### config.mk
export PLATFORM = sky130hd
export DESIGN_NAME = mem_wb_stage
export DESIGN_NICKNAME = d
export VERILOG_FILES = /design/src/rtl/mem_wb_stage.sv
export SDC_FILE = /design/constraint.sdc
export NUM_CORES = 1
export LEC_CHECK = 0
export ABC_CLOCK_PERIOD_IN_PS = 5350
export CELL_PAD_IN_SITES_DETAIL_PLACEMENT = 1
export CELL_PAD_IN_SITES_GLOBAL_PLACEMENT = 2
export CORE_UTILIZATION = 27
export CTS_CLUSTER_SIZE = 28
export DETAILED_ROUTE_END_ITERATION = 10
export GPL_ROUTABILITY_DRIVEN = 0
export GPL_TIMING_DRIVEN = 0
export HOLD_SLACK_MARGIN = 0.05
export PLACE_DENSITY = 0.82
export SLEW_MARGIN = 20
export SYNTH_ARGS = -nofsm -noshare
export SYNTH_HDL_FRONTEND = slang
export SYNTH_SLANG_ARGS = --single-unit
### constraint.sdc
create_clock -name clk -period 5.35 [get_ports clk]
set_input_delay 1.3375 -clock clk [delete_from_list [all_inputs] [get_ports clk]]
set_output_delay 1.3375 -clock clk [all_outputs]
set_load 0.01 [all_outputs]
### src/rtl/mem_wb_stage.sv
`default_nettype none
// ============================================================================
//  Module      : mem_wb_stage
//  Description : Memory-access stage of the 5-stage pipeline. Performs the
//                data-memory load/store over a req/ack bus, selects the
//                writeback value and registers it into the MEM/WB outputs.
//                Drives stall to freeze upstream registers while a bus access
//                is outstanding.
//                Optional sub-word accesses are enabled by defining the
//                macro MEM_SUBWORD_EN; without it every access is a word.
//  Revision    : 1.0 - initial release
// ============================================================================
module mem_wb_stage #(
    parameter int MAX_WAIT = 0          // REQ cycles before abort, 0 = wait forever (max 256)
) (
    input  logic        clk,
    input  logic        reset,
    input  logic [7:0]  control_in,
    input  logic [31:0] pc_4_in,
    input  logic [31:0] alu_in,
    input  logic [31:0] sw_in,
    input  logic [4:0]  regdst_in,
    output logic        stall,
    output logic        dmem_req,
    output logic        dmem_we,
    output logic [31:0] dmem_addr,
    output logic [31:0] dmem_wdata,
    output logic [3:0]  dmem_be,
    input  logic        dmem_ack,
    input  logic [31:0] dmem_rdata,
    output logic        wb_valid,
    output logic        wb_regwrite,
    output logic [4:0]  wb_regdst,
    output logic [31:0] wb_data,
    output logic        mem_err
);

    typedef enum logic [1:0] {
        S_IDLE = 2'd0,
        S_REQ  = 2'd1,
        S_DONE = 2'd2
    } state_t;

    state_t      r_state;
    logic [7:0]  r_wait_cnt;
    logic        r_timeout;
    logic [31:0] r_load_data;
    logic        r_dmem_req;
    logic        r_dmem_we;
    logic [31:0] r_dmem_addr;
    logic [31:0] r_dmem_wdata;
    logic [3:0]  r_dmem_be;
    logic        r_wb_valid;
    logic        r_wb_regwrite;
    logic [4:0]  r_wb_regdst;
    logic [31:0] r_wb_data;
    logic        r_mem_err;

    // Control word decode
    logic w_bubble, w_mem_read, w_mem_write, w_reg_write, w_mem_to_reg, w_link;
    logic w_memop;
    assign w_bubble     = control_in[0];
    assign w_mem_read   = control_in[1];
    assign w_mem_write  = control_in[2];
    assign w_reg_write  = control_in[3];
    assign w_mem_to_reg = control_in[4];
    assign w_link       = control_in[5];
    assign w_memop      = !w_bubble && (w_mem_read || w_mem_write);

    // Bus-side values for the access about to be launched, and the
    // lane-extracted load value for the access in flight
    logic        w_misaligned;
    logic [31:0] w_addr;
    logic [31:0] w_wdata;
    logic [3:0]  w_be;
    logic [31:0] w_load_ext;

`ifdef MEM_SUBWORD_EN
    logic [31:0] w_rd_shifted;
    logic [15:0] w_rd_half;
    assign w_rd_shifted = dmem_rdata >> {r_dmem_addr[1:0], 3'b000};
    assign w_rd_half    = r_dmem_addr[1] ? dmem_rdata[31:16] : dmem_rdata[15:0];

    // Sub-word address check, byte enables and store-lane replication
    always_comb begin
        w_misaligned = 1'b0;
        w_addr       = alu_in;
        w_be         = 4'hF;
        w_wdata      = sw_in;
        case (control_in[7:6])
            2'b00: begin
                w_misaligned = (alu_in[1:0] != 2'b00);
            end
            2'b01: begin
                w_misaligned = alu_in[0];
                w_be         = alu_in[1] ? 4'hC : 4'h3;
                w_wdata      = {2{sw_in[15:0]}};
            end
            default: begin
                w_be         = 4'b0001 << alu_in[1:0];
                w_wdata      = {4{sw_in[7:0]}};
            end
        endcase
    end

    // Load lane selection with sign/zero extension by access size
    always_comb begin
        w_load_ext = dmem_rdata;
        case (control_in[7:6])
            2'b00:   w_load_ext = dmem_rdata;
            2'b01:   w_load_ext = {{16{w_rd_half[15]}}, w_rd_half};
            2'b10:   w_load_ext = {{24{w_rd_shifted[7]}}, w_rd_shifted[7:0]};
            default: w_load_ext = {24'h000000, w_rd_shifted[7:0]};
        endcase
    end
`else
    // Word-only bus: the size field has no meaning here
    logic w_unused_size;
    assign w_unused_size = &{1'b0, control_in[7:6]};
    assign w_misaligned  = 1'b0;
    assign w_addr        = {alu_in[31:2], 2'b00};
    assign w_be          = 4'hF;
    assign w_wdata       = sw_in;
    assign w_load_ext    = dmem_rdata;
`endif

    logic w_bad_access;
    logic w_launch;
    logic [31:0] w_wb_value;
    assign w_bad_access = w_memop && w_misaligned;
    assign w_launch     = w_memop && !w_misaligned;
    assign w_wb_value   = w_link ? pc_4_in : (w_mem_to_reg ? r_load_data : alu_in);

    // Stall covers the launch cycle and every REQ cycle; reset drops it at once
    assign stall = !reset && ((r_state == S_REQ) || ((r_state == S_IDLE) && w_launch));

    // Access sequencer plus the MEM/WB register
    always_ff @(posedge clk or posedge reset) begin
        if (reset) begin
            r_state       <= S_IDLE;
            r_wait_cnt    <= 8'd0;
            r_timeout     <= 1'b0;
            r_load_data   <= 32'd0;
            r_dmem_req    <= 1'b0;
            r_dmem_we     <= 1'b0;
            r_dmem_addr   <= 32'd0;
            r_dmem_wdata  <= 32'd0;
            r_dmem_be     <= 4'd0;
            r_wb_valid    <= 1'b0;
            r_wb_regwrite <= 1'b0;
            r_wb_regdst   <= 5'd0;
            r_wb_data     <= 32'd0;
            r_mem_err     <= 1'b0;
        end else begin
            r_mem_err <= 1'b0;
            case (r_state)
                S_IDLE: begin
                    if (w_launch) begin
                        r_dmem_req    <= 1'b1;
                        r_dmem_we     <= w_mem_write;
                        r_dmem_addr   <= w_addr;
                        r_dmem_wdata  <= w_wdata;
                        r_dmem_be     <= w_be;
                        r_wait_cnt    <= 8'd0;
                        r_timeout     <= 1'b0;
                        // MEM/WB carries a bubble while the access is in flight
                        r_wb_valid    <= 1'b0;
                        r_wb_regwrite <= 1'b0;
                        r_state       <= S_REQ;
                    end else begin
                        r_wb_valid    <= !w_bubble;
                        r_wb_regwrite <= w_reg_write && !w_bubble && !w_bad_access;
                        r_wb_regdst   <= regdst_in;
                        r_wb_data     <= w_wb_value;
                        r_mem_err     <= w_bad_access;
                    end
                end
                S_REQ: begin
                    if (dmem_ack) begin
                        r_load_data <= w_load_ext;
                        r_dmem_req  <= 1'b0;
                        r_state     <= S_DONE;
                    end else if ((MAX_WAIT != 0) && (r_wait_cnt == 8'(MAX_WAIT - 1))) begin
                        r_dmem_req  <= 1'b0;
                        r_timeout   <= 1'b1;
                        r_mem_err   <= 1'b1;
                        r_state     <= S_DONE;
                    end else begin
                        r_wait_cnt  <= r_wait_cnt + 8'd1;
                    end
                end
                S_DONE: begin
                    // EX/MEM was frozen, so control_in still describes this access
                    r_wb_valid    <= !w_bubble;
                    r_wb_regwrite <= w_reg_write && !w_bubble && !r_timeout;
                    r_wb_regdst   <= regdst_in;
                    r_wb_data     <= w_wb_value;
                    r_state       <= S_IDLE;
                end
                default: begin
                    r_state <= S_IDLE;
                end
            endcase
        end
    end

    assign dmem_req    = r_dmem_req;
    assign dmem_we     = r_dmem_we;
    assign dmem_addr   = r_dmem_addr;
    assign dmem_wdata  = r_dmem_wdata;
    assign dmem_be     = r_dmem_be;
    assign wb_valid    = r_wb_valid;
    assign wb_regwrite = r_wb_regwrite;
    assign wb_regdst   = r_wb_regdst;
    assign wb_data     = r_wb_data;
    assign mem_err     = r_mem_err;

endmodule
`default_nettype wire

==> flow_metrics.env <==
export IMPL_period_share_pct=88.7
export IMPL_critPathKind="in -> out"
export IMPL_status="complete, but fails checks"
export IMPL_grt_setup_unrepaired="false"
export IMPL_drtIter0Drc=129
export IMPL_synth_seq_cells=138
export IMPL_startpoint_type="input port"
export IMPL_htree_levels=4
export IMPL_rows=54
export IMPL_dieHeight_um=152
export IMPL_worst_slew_margin_rel_pct=60.7
export IMPL_crit_end="stall"
export IMPL_synth_area_leader_cell="dfrtp_1"
export IMPL_boundaryPins=255
export IMPL_die_x_um=152
export IMPL_leakage_nw=4.10
export IMPL_place_hpwl_um=14900
export IMPL_yosys_cell_count_top_type="dfrtp_1"
export IMPL_end_kind="output port"
export IMPL_rr_startpoint="r_state[0]"
export IMPL_ant_nets=0
export IMPL_antenna_found_initial=0
export IMPL_crit_fanout=10
export IMPL_drc_errors=17
export IMPL_coreArea_mm2=0.0220
export IMPL_finalHoldWorstSlack_ps=488
export IMPL_yosysUniqueCellTypes=27
export IMPL_r2r_end="wb_data[22]"
export IMPL_peakVddDrop_mv=0.209
export IMPL_synth_common_cells="138 x dfrtp_1, 65 x mux2_2, 35 x inv_1"
export IMPL_postCtsSetupBuffers=0
export IMPL_setup_viol=0
export IMPL_dieArea_mm2=0.0232
export IMPL_hp_class="reg -> reg"
export IMPL_arrival_ps=3410
export IMPL_clock_skew_ps=14.0
export IMPL_wire_per_inst_um=19.6
export IMPL_violations="DRC"
export IMPL_worstSkewPairLatency_ps=420
export IMPL_nets=875
export IMPL_tns_ps=0
export IMPL_clkTransAtPathRegs_ps=60
export IMPL_grt_pass1_wl_um=31800
export IMPL_initial_utilization_pct=27.7
export IMPL_synth_top_area_share_pct=56.5
export IMPL_syn_area_per_cell_um2=13.2
export IMPL_power_density_mw_per_mm2=455
export IMPL_syn_area_mm2=0.00611
export IMPL_final_layout_size_suffix_gt1_share_pct=19.6
export IMPL_overflow=0
export IMPL_gr_usage_all_layers_pct=17.9
export IMPL_fmax_ghz=0.211
export IMPL_viasPerCell=4.72
export IMPL_fin_crit_ps=4740
export IMPL_syn_to_final_growth_pct=56.2
export IMPL_vias=4838
export IMPL_post_cts_resized=0
export IMPL_cts_tree="yes"
export IMPL_grt_pass1_vias=5525
export IMPL_synth_edff_count=0
export IMPL_diodes=0
export IMPL_cts_buffer_depth=2
export IMPL_dr_pass1_iters=9
export IMPL_hold_viol_final=0
export IMPL_synthCells=462
export IMPL_clock_sinks=138
export IMPL_reg2reg_setup_slack_ps=3460
export IMPL_numCtsBuffers=17
export IMPL_worstPathRequired_ps=4010
export IMPL_crit_path_start="control_in[2]"
export IMPL_grt_max_degree=80
export IMPL_ys_seq_area_share_pct=56.5
export IMPL_synth_ff_type="dfrtp_1"
export IMPL_rr_worst_depth=4
export IMPL_synth_warnings=0
export IMPL_async_flop_share_pct=100
export IMPL_wirelength_um=20100
export IMPL_cts_hold_fix_buffers=0
export IMPL_maxSlewViolCount=0
export IMPL_cts_root_buffer="clkbuf_16"
export IMPL_io_buffers=247
export IMPL_tightest_slew_ps=590
export IMPL_ys_top_cells_by_area="dfrtp_1 57%, mux2_2 12%, mux2_4 6.4%"
export IMPL_cap_violations=0
-- area by class of cell --
class	instances	area, um^2
Sequential cell	138	3450
Clock buffer	19	453
Timing Repair Buffer	248	2500
Clock inverter	13	114
Buffer	42	218
Multi-Input combinational cell	249	2310
Inverter	35	139
Tap cell	280	350
Fill cell	2333	12500
-- routing by layer --
metal	up-vias	global-route usage [%]	share of wire [%]
met1	2460	21.2	42
met3	12	6.31	8.0
met2	177	31.2	50
li1	2189	-	-
met5	-	0	0
met4	0	3.61	0.72
-- flip-flops by register name (all words and copies together), names as in the netlist --
signal / cells
dmem_addr: 30
dmem_be: 1
dmem_req: 1
dmem_wdata: 32
dmem_we: 1
r_load_data: 32
r_state: 2
wb_data: 32
wb_regdst: 5
wb_regwrite: 1
wb_valid: 1
-- logic make-up after synthesis --
group                  after synthesis  synth area share, %
AO/OA/AOI/OAI                      102                 13.3
buffers and inverters               77                 5.71
multiplexers                       100                 20.0
AND/OR/NAND/NOR                     44                 4.34
flip-flops                         138                 56.5
other                                1               0.0614
-- report_power, final --
part / internal (mW) / switching, mW
Sequential: 1.43 / 0.226
Clock: 0.667 / 0.475
Combinational: 0.956 / 0.584
-- placed cells by master, fill, tap and decap left out, types with 2 or more instances in the layout --
cell type / n
a211o_1: 32
a21oi_1: 33
a32o_1: 32
buf_1: 5
buf_2: 9
buf_4: 7
buf_6: 3
clkbuf_1: 18
clkbuf_16: 17
clkbuf_8: 2
clkdlybuf4s50_1: 247
clkinv_2: 5
clkinvlp_4: 2
conb_1: 3
dfrtp_1: 138
inv_1: 34
inv_6: 5
mux2_1: 9
mux2_2: 65
mux2_4: 26
nand2_1: 4
nand2b_1: 2
nor2_1: 2
nor2b_1: 32
-- stage by stage --
step                      std cells  instance area (um^2)  utilization, %  setup slack, ps  total power, mW
after floorplan                 464                  6120               -              316             2.35
after CTS                      1024                  9540            43.3              594             4.41
final                          1024                  9540            43.3              607             4.34
after detailed placement        992                  8970            40.7              621             3.23
after global routing           1024                  9540            43.3              519             4.58
after global placement          991                  8940            40.6            -1680             3.16
-- how the worst min path moves through the flow --
stage	end	slack [ps]	start	cells past startpoint
3_3_place_gp	dmem_req	460	dmem_req	2
3_5_place_dp	dmem_req	470	dmem_req	2
4_1_cts	dmem_req	490	dmem_req	2
2_1_floorplan	r_load_data[29]	480	r_load_data[29]	1
5_1_grt	dmem_addr[28]	510	dmem_addr[28]	1
6_report	wb_data[0]	490	wb_data[0]	1
-- critical path, stage by stage --
cell             delay [ps]
clkdlybuf4s50_1         580
o21bai_4                110
or3_1                   320
buf_4                   190
buf_6                   170
a21oi_1                 130
clkdlybuf4s50_1         560
No activity file was read; power rests on OpenSTA's default activity.
